===== src/rtl/if_stage.sv =====
`default_nettype none
// ============================================================================
// Module   : if_stage
// Purpose  : Instruction-fetch stage: fetch PC, imem address, IF/ID register.
// Revision : 1.0
// ============================================================================
module if_stage #(
    parameter int              XLEN      = 32,
    parameter logic [XLEN-1:0] RESET_PC  = '0,
    parameter logic [31:0]     NOP_INSTR = 32'h0000_0013
) (
    input  logic            clk,
    input  logic            rst,
    input  logic            stall_f,
    input  logic            stall_d,
    input  logic            flush_d,
    input  logic            pc_src_e,
    input  logic [XLEN-1:0] pc_target_e,
    output logic [XLEN-1:0] imem_addr,
    input  logic [31:0]     imem_rdata,
    output logic [31:0]     instr_d,
    output logic [XLEN-1:0] pc_d,
    output logic [XLEN-1:0] pc_plus4_d,
    output logic            valid_d,
    output logic            misalign_err,
    output logic [31:0]     fetch_count
);

    localparam logic [XLEN-1:0] c_pc_step = XLEN'(4);

    logic [XLEN-1:0] r_pc_f;
    logic [31:0]     r_instr_d;
    logic [XLEN-1:0] r_pc_d;
    logic [XLEN-1:0] r_pc_plus4_d;
    logic            r_valid_d;
    logic            r_misalign_err;
    logic [31:0]     r_fetch_count;

    logic [XLEN-1:0] w_pc_plus4;
    logic [XLEN-1:0] w_redirect_pc;
    logic [XLEN-1:0] w_pc_next;
    logic            w_load_d;
    logic            w_target_misaligned;

    assign w_pc_plus4          = r_pc_f + c_pc_step;
    assign w_redirect_pc       = {pc_target_e[XLEN-1:2], 2'b00};
    assign w_target_misaligned = pc_src_e && (pc_target_e[1:0] != 2'b00);
    assign w_load_d            = !flush_d && !stall_d;

    // A redirect wins over a fetch stall so a resolved branch is never lost.
    always_comb begin
        w_pc_next = r_pc_f;
        if (pc_src_e) begin
            w_pc_next = w_redirect_pc;
        end else if (!stall_f) begin
            w_pc_next = w_pc_plus4;
        end
    end

    always_ff @(posedge clk or posedge rst) begin
        if (rst) begin
            r_pc_f <= RESET_PC;
        end else begin
            r_pc_f <= w_pc_next;
        end
    end

    // Flush beats stall: a squashed slot must not hold a wrong-path instruction.
    always_ff @(posedge clk or posedge rst) begin
        if (rst) begin
            r_instr_d    <= NOP_INSTR;
            r_pc_d       <= '0;
            r_pc_plus4_d <= '0;
            r_valid_d    <= 1'b0;
        end else if (flush_d) begin
            r_instr_d    <= NOP_INSTR;
            r_pc_d       <= '0;
            r_pc_plus4_d <= '0;
            r_valid_d    <= 1'b0;
        end else if (!stall_d) begin
            r_instr_d    <= imem_rdata;
            r_pc_d       <= r_pc_f;
            r_pc_plus4_d <= w_pc_plus4;
            r_valid_d    <= 1'b1;
        end
    end

    always_ff @(posedge clk or posedge rst) begin
        if (rst) begin
            r_misalign_err <= 1'b0;
            r_fetch_count  <= '0;
        end else begin
            if (w_target_misaligned) begin
                r_misalign_err <= 1'b1;
            end
            if (w_load_d) begin
                r_fetch_count <= r_fetch_count + 32'd1;
            end
        end
    end

    assign imem_addr    = r_pc_f;
    assign instr_d      = r_instr_d;
    assign pc_d         = r_pc_d;
    assign pc_plus4_d   = r_pc_plus4_d;
    assign valid_d      = r_valid_d;
    assign misalign_err = r_misalign_err;
    assign fetch_count  = r_fetch_count;

endmodule
`default_nettype wire

===== config.mk =====
export PLATFORM = sky130hd
export DESIGN_NAME = if_stage
export DESIGN_NICKNAME = d
export VERILOG_FILES = /design/src/rtl/if_stage.sv
export SDC_FILE = /design/constraint.sdc
export NUM_CORES = 1
export LEC_CHECK = 0
export CELL_PAD_IN_SITES_DETAIL_PLACEMENT = 2
export CELL_PAD_IN_SITES_GLOBAL_PLACEMENT = 2
export CORE_MARGIN = 8
export CORE_UTILIZATION = 31
export CTS_CLUSTER_DIAMETER = 40
export DETAILED_ROUTE_END_ITERATION = 8
export MAX_ROUTING_LAYER = met4
export PLACE_DENSITY_LB_ADDON = 0.1
export SETUP_SLACK_MARGIN = 0.2
export SKIP_LAST_GASP = 1
export SYNTH_ARGS = -nofsm -noshare
export SYNTH_HDL_FRONTEND = slang
export SYNTH_SLANG_ARGS = --single-unit

===== constraint.sdc =====
create_clock -name clk -period 12.85 [get_ports clk]
set_input_delay 1.285 -clock clk [delete_from_list [all_inputs] [get_ports clk]]
set_output_delay 1.285 -clock clk [all_outputs]
set_load 0.05 [all_outputs]

==> results of run 1 <==
==> worst max path at each step <==
| stage | depth (start not counted) | to | from | slack (ps) |
|---|---|---|---|---|
| after floorplan | 1 | fetch_count[0]$_DFFE_PP0P_ | rst | 7340 |
| after global placement | 5 | fetch_count[26]$_DFFE_PP0P_ | flush_d | 9060 |
| after detailed placement | 5 | fetch_count[30]$_DFFE_PP0P_ | flush_d | 8960 |
| after CTS | 5 | fetch_count[22]$_DFFE_PP0P_ | flush_d | 9360 |
| after global routing | 5 | fetch_count[22]$_DFFE_PP0P_ | flush_d | 9230 |
| final | 5 | imem_addr[22]$_DFFE_PP0N_ | stall_f | 9400 |
==> Yosys cell counts (4+ instances only) <==
| master | n |
|---|---|
| o211ai_1 | 4 |
| inv_1 | 14 |
| buf_2 | 9 |
| and4_1 | 5 |
| xnor2_1 | 45 |
| or2_2 | 4 |
| dfrtp_1 | 154 |
| nand3_1 | 27 |
| a311oi_1 | 13 |
| a31oi_1 | 14 |
| nor4_1 | 11 |
| nor2_1 | 114 |
| a21oi_1 | 5 |
| nor3_1 | 16 |
| nand4_1 | 20 |
| or4_1 | 18 |
| buf_4 | 5 |
| clkbuf_1 | 42 |
| mux2i_1 | 58 |
| a21o_1 | 4 |
| o21ai_0 | 19 |
| xor2_1 | 8 |
| nor2b_1 | 7 |
| a211oi_1 | 12 |
| and3_1 | 5 |
| or3_1 | 9 |
| o31ai_1 | 13 |
| nand2_1 | 40 |
==> power groups by stage <==
| stage | clock, W | combinational (W) | sequential (W) |
|---|---|---|---|
| CTS | 0.000547 | 0.000359 | 0.000583 |
| finish | 0.000530 | 0.000353 | 0.000582 |
| global route | 0.000562 | 0.000375 | 0.000589 |
| global placement | 0 | 0.000349 | 0.000588 |
| floorplan | 0 | 0.0000964 | 0.000705 |
| detailed placement | 0 | 0.000357 | 0.000592 |
==> cell families (layout without fill, tap and decap cells) <==
family,after synthesis,after routing,share of synthesized area [%]
AND/OR/NAND/NOR,289,289,19.3
flip-flops,157,157,52.7
AO/OA/AOI/OAI,95,95,8.97
buffers and inverters,75,279,4.29
multiplexers,60,60,8.08
XOR/XNOR,53,53,6.22
adder cells (fa/ha/maj),2,2,0.335
other,1,4,0.0503
==> area by class of cell <==
class	count	area (µm²)	share of cell area [%]
timing repair buffer	232	2300	21.8
inverter	15	61.3	0.581
sequential	157	3930	37.3
clock buffer	18	439	4.16
tap	319	399	3.78
multi-input combinational	501	3240	30.7
clock inverter	14	173	1.64
antenna	2	5.00	0.0474
==> metrics by stage <==
stage	instances	util (%)	cell area, µm²	total power [W]
finish	1258	44.8	10600	0.00146
global route	1258	44.8	10600	0.00153
CTS	1256	44.8	10500	0.00149
detailed placement	1224	42.2	9930	0.000949
global placement	1224	42.2	9930	0.000937
floorplan	733	-	7460	0.000801
==> state kept, by name, indices dropped and copies added (netlist names) <==
signal / flops
fetch_count: 32
instr_d: 32
pc_d: 31
imem_addr: 30
pc_plus4_d: 30
misalign_err: 1
valid_d: 1
==> layer usage <==
| layer | vias up | global-route usage, % | share of wire, % |
|---|---|---|---|
| li1 | 2983 | - | - |
| met1 | 3322 | 23.0 | 42 |
| met2 | 172 | 31.8 | 49 |
| met3 | 27 | 5.60 | 6.6 |
| met4 | 0 | 5.60 | 2.1 |
| met5 | - | - | 0 |
==> worst max-delay path: stages <==
cell,delay (ps)
clkdlybuf4s50_1,650
nand3b_1,460
or4_1,710
or4_1,480
a31oi_1,180
==> summary.txt, run 1 <==
Run status
  • Outcome: finished, final reports clean

Floorplan
  • Num rows: between 50 and 60
  • Die footprint: just under 30000 µm²
  • DIE WIDTH: between 150 and 200 µm
  • Starting Density: roughly a third
  • Core footprint: between 20000 and 25000 µm²
  • I/O pin cnt: around 230
  • Chip height: approximately 170 µm

Drt
  • Post-DRT Antenna Nets: 0
  • First drt pass iteration count: 4
  • Drt wl/cell: between 20 and 25 µm
  • Detailed-route via count: between 6k and 7k
  • Via/cell ratio: about 5.2
  • Final WL: about 27000 µm
  • DRT iter0 DRCs: 340
  • Post-route DRC: 0

GRT
  • GRT Util Overall: 19.4%
  • Pin count of the biggest net entering global routing: just under 100
  • GR Overflow Total: 0
  • Initial antenna violation count: 2
  • Vias in the first global route: about 7.4k
  • First-pass GRT wire length: about 43000 µm

Clock network
  • Hold buffers post-CTS: 0
  • Clock transition at path regs: approximately 70 ps
  • Clk root buf: clkbuf_16
  • Setup Buffers After CTS: 0
  • CTS sink count: approximately 160
  • Later-pin clock latency in the skew report: 420 ps
  • Longest Clk Path Bufs: 2
  • Cts repair resizes: 0
  • TritonCTS clock tree: yes
  • Num CTS Buffers: 17
  • H-Tree Depth: 4

Placement
  • Dpl ws: about 9000 ps
  • Gpl congestion: between 0.7 and 0.8
  • Port bufs: ~230
  • Final HPWL DP: 19800 µm

Synthesis
  • Dominant cells by area after synthesis: dfrtp_1, mux2i_1, nor2_1, xnor2_1, clkbuf_1
  • Warnings from Yosys: 0
  • FFs w/ async S/R, synth: 100%
  • Cell Area, Synth: roughly 7500 µm²
  • Mean Syn Cell Area: approximately 10 µm²
  • Most used DFF post-synth: dfrtp_1
  • Flop and latch count out of synthesis: about 160
  • Area share of the largest cell type after synthesis: 51.7%
  • Sequential share of the synthesized area: between 50 and 60%
  • Post-synth EDFFs: 0
  • Post-synthesis cell type count: between 50 and 60
  • Top cell type by total area after synthesis: dfrtp_1
  • Cells after Synth: approximately 730

Hold path
  • Hold WC Path Type: register to register
  • HP Start: fetch_count[31]$_DFFE_PP0P_
  • Hold path depth: 1
  • Min-Delay Endpoint: fetch_count[31]$_DFFE_PP0P_

STA
  • Hold_ws: 476 ps
  • Setup TNS: 0 ps
  • Slew HR: 17.2%
  • Final slew viol count: 0
  • Slew @ Worst Pin: 1230 ps
  • Minimum clock period: around 3500 ps
  • Tcrit/Tclk final: 26.9%
  • Max frequency: 0.290 GHz
  • Clk_skew: ~12 ps
  • Final Hold Vio Count: 0
  • Setup WS post-layout: between 9000 and 10000 ps
  • Final setup fails: 0
  • Unrepaired setup endpoints after global routing: no

Worst setup path
  • Crit-path max FO: 13
  • Crit end category: register
  • FF-to-FF Start: imem_addr[7]$_DFFE_PP0N_
  • Worst r2r dst: pc_plus4_d[27]$_DFFE_PP0P_
  • WP data required: 13180 ps
  • R2r setup slk: roughly 10000 ps
  • Critical path arrival: 3780 ps
  • Crit Path Class: input port to register
  • Startpoint Class: input port
  • Reg2Reg Depth: 4

Power
  • Static Leak: 4.34 nW
  • Switching fraction of total power: around a third
  • Net load switching power: about 0.0005 W
  • Part of the power in registers: a little under 40%
  • Pint: ~0.00095 W
  • Power Dens Cells: approximately 140 nW/µm²
  • Logic pwr share: around a quarter
  • Clock share of power: 36.2%
  • Worst vdd ir: a little under 80 µV

Flow run
  • Maxcap violations: 0

Finish
  • Fill count: 2467
  • Fin nets: around 1000
  • Share of cells above drive strength 1: under 10%
  • Syn-to-layout area delta: 41.4%
  • Commonest non-fill, non-tap cell in the layout: clkdlybuf4s50_1
  • Most frequent cells in the layout: clkdlybuf4s50_1, dfrtp_1, nor2_1
Power figures use the tool's default switching activity.
==> run 2, diff against run 1 <==
--- a/config.mk
+++ b/config.mk
@@ -8,7 +8,7 @@
 export CELL_PAD_IN_SITES_DETAIL_PLACEMENT = 2
 export CELL_PAD_IN_SITES_GLOBAL_PLACEMENT = 2
 export CORE_MARGIN = 8
-export CORE_UTILIZATION = 31
+export CORE_UTILIZATION = 26
 export CTS_CLUSTER_DIAMETER = 40
 export DETAILED_ROUTE_END_ITERATION = 8
 export MAX_ROUTING_LAYER = met4
==> constraint.sdc (replaced) <==
create_clock -name clk -period 3 [get_ports clk]
set_input_delay 0.3 -clock clk [delete_from_list [all_inputs] [get_ports clk]]
set_output_delay 0.3 -clock clk [all_outputs]
set_load 0.05 [all_outputs]
==> summary.txt, run 2 (synthesized netlist as in run 1, its figures left out) <==
Worst setup path
  • Crit end category: register
  • Largest stage delay, worst path: 810 ps (+100 ps)
  • CP dominant cell by count: or4_1
  • Crit Path Class: register to register
  • Crit-path max FO: 13 (unchanged)
  • Top delay family on crit path: simple AND/OR/NAND/NOR gates
  • Crit. Startpoint: imem_addr[2]$_DFFE_PP0N_
  • WP data required: 3350 ps (-9830 ps)
  • FF-to-FF Start: imem_addr[2]$_DFFE_PP0N_
  • Crit path cell chain: ha_1, nand2_1, or4_1, or4_1, a31oi_1
  • Slowest CP cell: or4_1
  • Startpoint Class: register
  • Critical path arrival: 2850 ps (-930 ps)
  • Buffers & Inverters on Critical Path: 0 (-1)

Power
  • Power Dens Cells: 580 nW/µm² (+320%)
  • Net load switching power: 0.00220 W (+330%)
  • Switching fraction of total power: 35.3% (+0.45 points)
  • Clock share of power: 35.3% (-0.9 points)
  • Part of the power in registers: 39.8% (about the same)
  • Logic pwr share: 25.0% (+0.9 points)
  • Pint: 0.00403 W (+320%)
  • Static Leak: 4.41 nW (+1.6%)
  • Worst vdd ir: 263 µV (+230%)
  • Design Power: 0.00623 W (+330%)

Hold path
  • Hold WC Path Type: input port to async pin

Floorplan
  • Die footprint: 34400 µm² (+17%)
  • Chip height: 185 µm (+8.3%)
  • Num rows: 62 (+11%)
  • I/O pin cnt: 232 (unchanged)
  • Core footprint: 28500 µm² (+21%)
  • DIE WIDTH: 185 µm (+8.3%)
  • Starting Density: 26.2% (-5.5 points)

Drt
  • Post-route DRC: 0 (unchanged)
  • Drt wl/cell: 21.7 µm (-0.53%)
  • Via/cell ratio: 4.90 (-5.2%)
  • DRT iter0 DRCs: 236 (-31%)
  • Post-DRT Antenna Nets: 0 (unchanged)
  • First drt pass iteration count: 4 (unchanged)
  • Final WL: 29100 µm (+6.0%)
  • Detailed-route via count: 6573 (+1.1%)

GRT
  • First-pass GRT wire length: 45500 µm (+5.0%)
  • Met2 usage: 29.4% (-2.4 points)
  • Vias in the first global route: 7574 (+2.2%)
  • Met3 usage: 5.14% (-0.46 points)
  • Pin count of the biggest net entering global routing: 107 (+9.2%)
  • Layer with the highest usage: met2
  • GR Overflow Total: 0 (unchanged)
  • Met1 global-route usage: 20.6% (-2.4 points)
  • Initial antenna violation count: 1 (-1)
  • GRT Util Overall: 17.7% (-1.8 points)

Clock network
  • CTS sink count: 157 (unchanged)
  • TritonCTS clock tree: yes
  • Cts repair resizes: 0 (unchanged)
  • Clk root buf: clkbuf_16
  • Later-pin clock latency in the skew report: 430 ps (about the same)
  • Setup Buffers After CTS: 0 (unchanged)
  • H-Tree Depth: 4 (unchanged)
  • Longest Clk Path Bufs: 2 (unchanged)
  • Clock transition at path regs: 70 ps (about the same)
  • Hold buffers post-CTS: 0 (unchanged)
  • Num CTS Buffers: 17 (unchanged)

Placement
  • Final HPWL DP: 20900 µm (+5.8%)
  • Gpl congestion: 0.808 (+3.4%)
  • Port bufs: 229 (unchanged)

STA
  • Slew HR: 44.0% (+27 points)
  • Hold_ws: 97.1 ps (-378 ps)
  • Final setup fails: 0 (unchanged)
  • Slew @ Worst Pin: 840 ps (-392 ps)
  • Max frequency: roughly 0.4 GHz
  • Tcrit/Tclk final: between 80% and 90%
  • Final Hold Vio Count: 0 (unchanged)
  • Final slew viol count: 0 (unchanged)
  • Minimum clock period: 2500 ps
  • Setup TNS: 0 ps (unchanged)
  • Unrepaired setup endpoints after global routing: no
  • Clk_skew: 15.3 ps (+3.74 ps)

Finish
  • Syn-to-layout area delta: 43.9%
  • Commonest non-fill, non-tap cell in the layout: clkdlybuf4s50_1
  • Share of cells above drive strength 1: 7.43% (+1.5 points)
  • Most frequent cells in the layout: clkdlybuf4s50_1, dfrtp_1, nor2_1
  • Fin nets: 1015 (+1.9%)

Run status
  • Outcome: finished, final reports clean

Flow run
  • Maxcap violations: 0 (unchanged)
-- run 2: cell types whose count changed in the layout (fill, tap and decap cells not counted), moves of 2 or more --
| cell | before | now |
|---|---|---|
| nor4_2 | 4 | 1 |
| buf_4 | 5 | 23 |
| inv_8 | 4 | 2 |
| clkinvlp_4 | 2 | 4 |
| inv_6 | 5 | 3 |
| nor4_1 | 7 | 10 |
-- run 2: cell type report --
cell class	instances	area, µm²
multi-input combinational	501	3220
fill	3081	17700
clock inverter	12	128
clock buffer	20	457
timing repair buffer	251	2460
antenna	1	2.50
sequential	157	3930
inverter	15	60.1
tap	384	480
-- run 2: final timing paths --
check	to	slack, ps	cells after the start
min in group clk	fetch_count[2]$_DFFE_PP0P_	290	3
max in group asynchronous	instr_d[26]$_DFFE_PP0P_	2020	3
min	fetch_count[31]$_DFFE_PP0P_	100	2
min reg2reg	fetch_count[31]$_DFFE_PP0P_	490	1
max reg2reg	imem_addr[30]$_DFFE_PP0N_	500	5
max	imem_addr[30]$_DFFE_PP0N_	500	5
-- run 2: power by group through the flow --
stage	Combinational, W	Clock [W]	Sequential [W]
floorplan	0.000413	0	0.00302
global placement	0.00155	0	0.00250
detailed placement	0.00158	0	0.00252
CTS	0.00159	0.00228	0.00248
global route	0.00165	0.00235	0.00251
finish	0.00156	0.00220	0.00248
-- run 2: worst register-to-register path: cells and delay by family (launching register included) --
kind,cells,cell delay (ps)
flip-flops,1,440
adder cells (fa/ha/maj),1,320
AND/OR/NAND/NOR,3,1500
AO/OA/AOI/OAI,1,170
-- run 2: per-stage QoR --
| step | setup WS (ps) | std cells | utilization (%) | cell area (µm²) |
|---|---|---|---|---|
| 3_3_place_gp | 490 | 1308 | 35.7 | 10200 |
| 6_report | 497 | 1341 | 37.7 | 10700 |
| 2_1_floorplan | 449 | 733 | - | 7470 |
| 5_1_grt | 353 | 1341 | 37.7 | 10700 |
| 4_1_cts | 473 | 1340 | 37.7 | 10700 |
| 3_5_place_dp | 487 | 1308 | 35.7 | 10200 |
-- run 2: metal layers --
metal | part of all wire [%] | vias up
met3 | 6.6 | 20
met1 | 43 | 3385
met4 | 0.96 | 0
li1 | - | 3012
met2 | 49 | 156
met5 | 0 | -
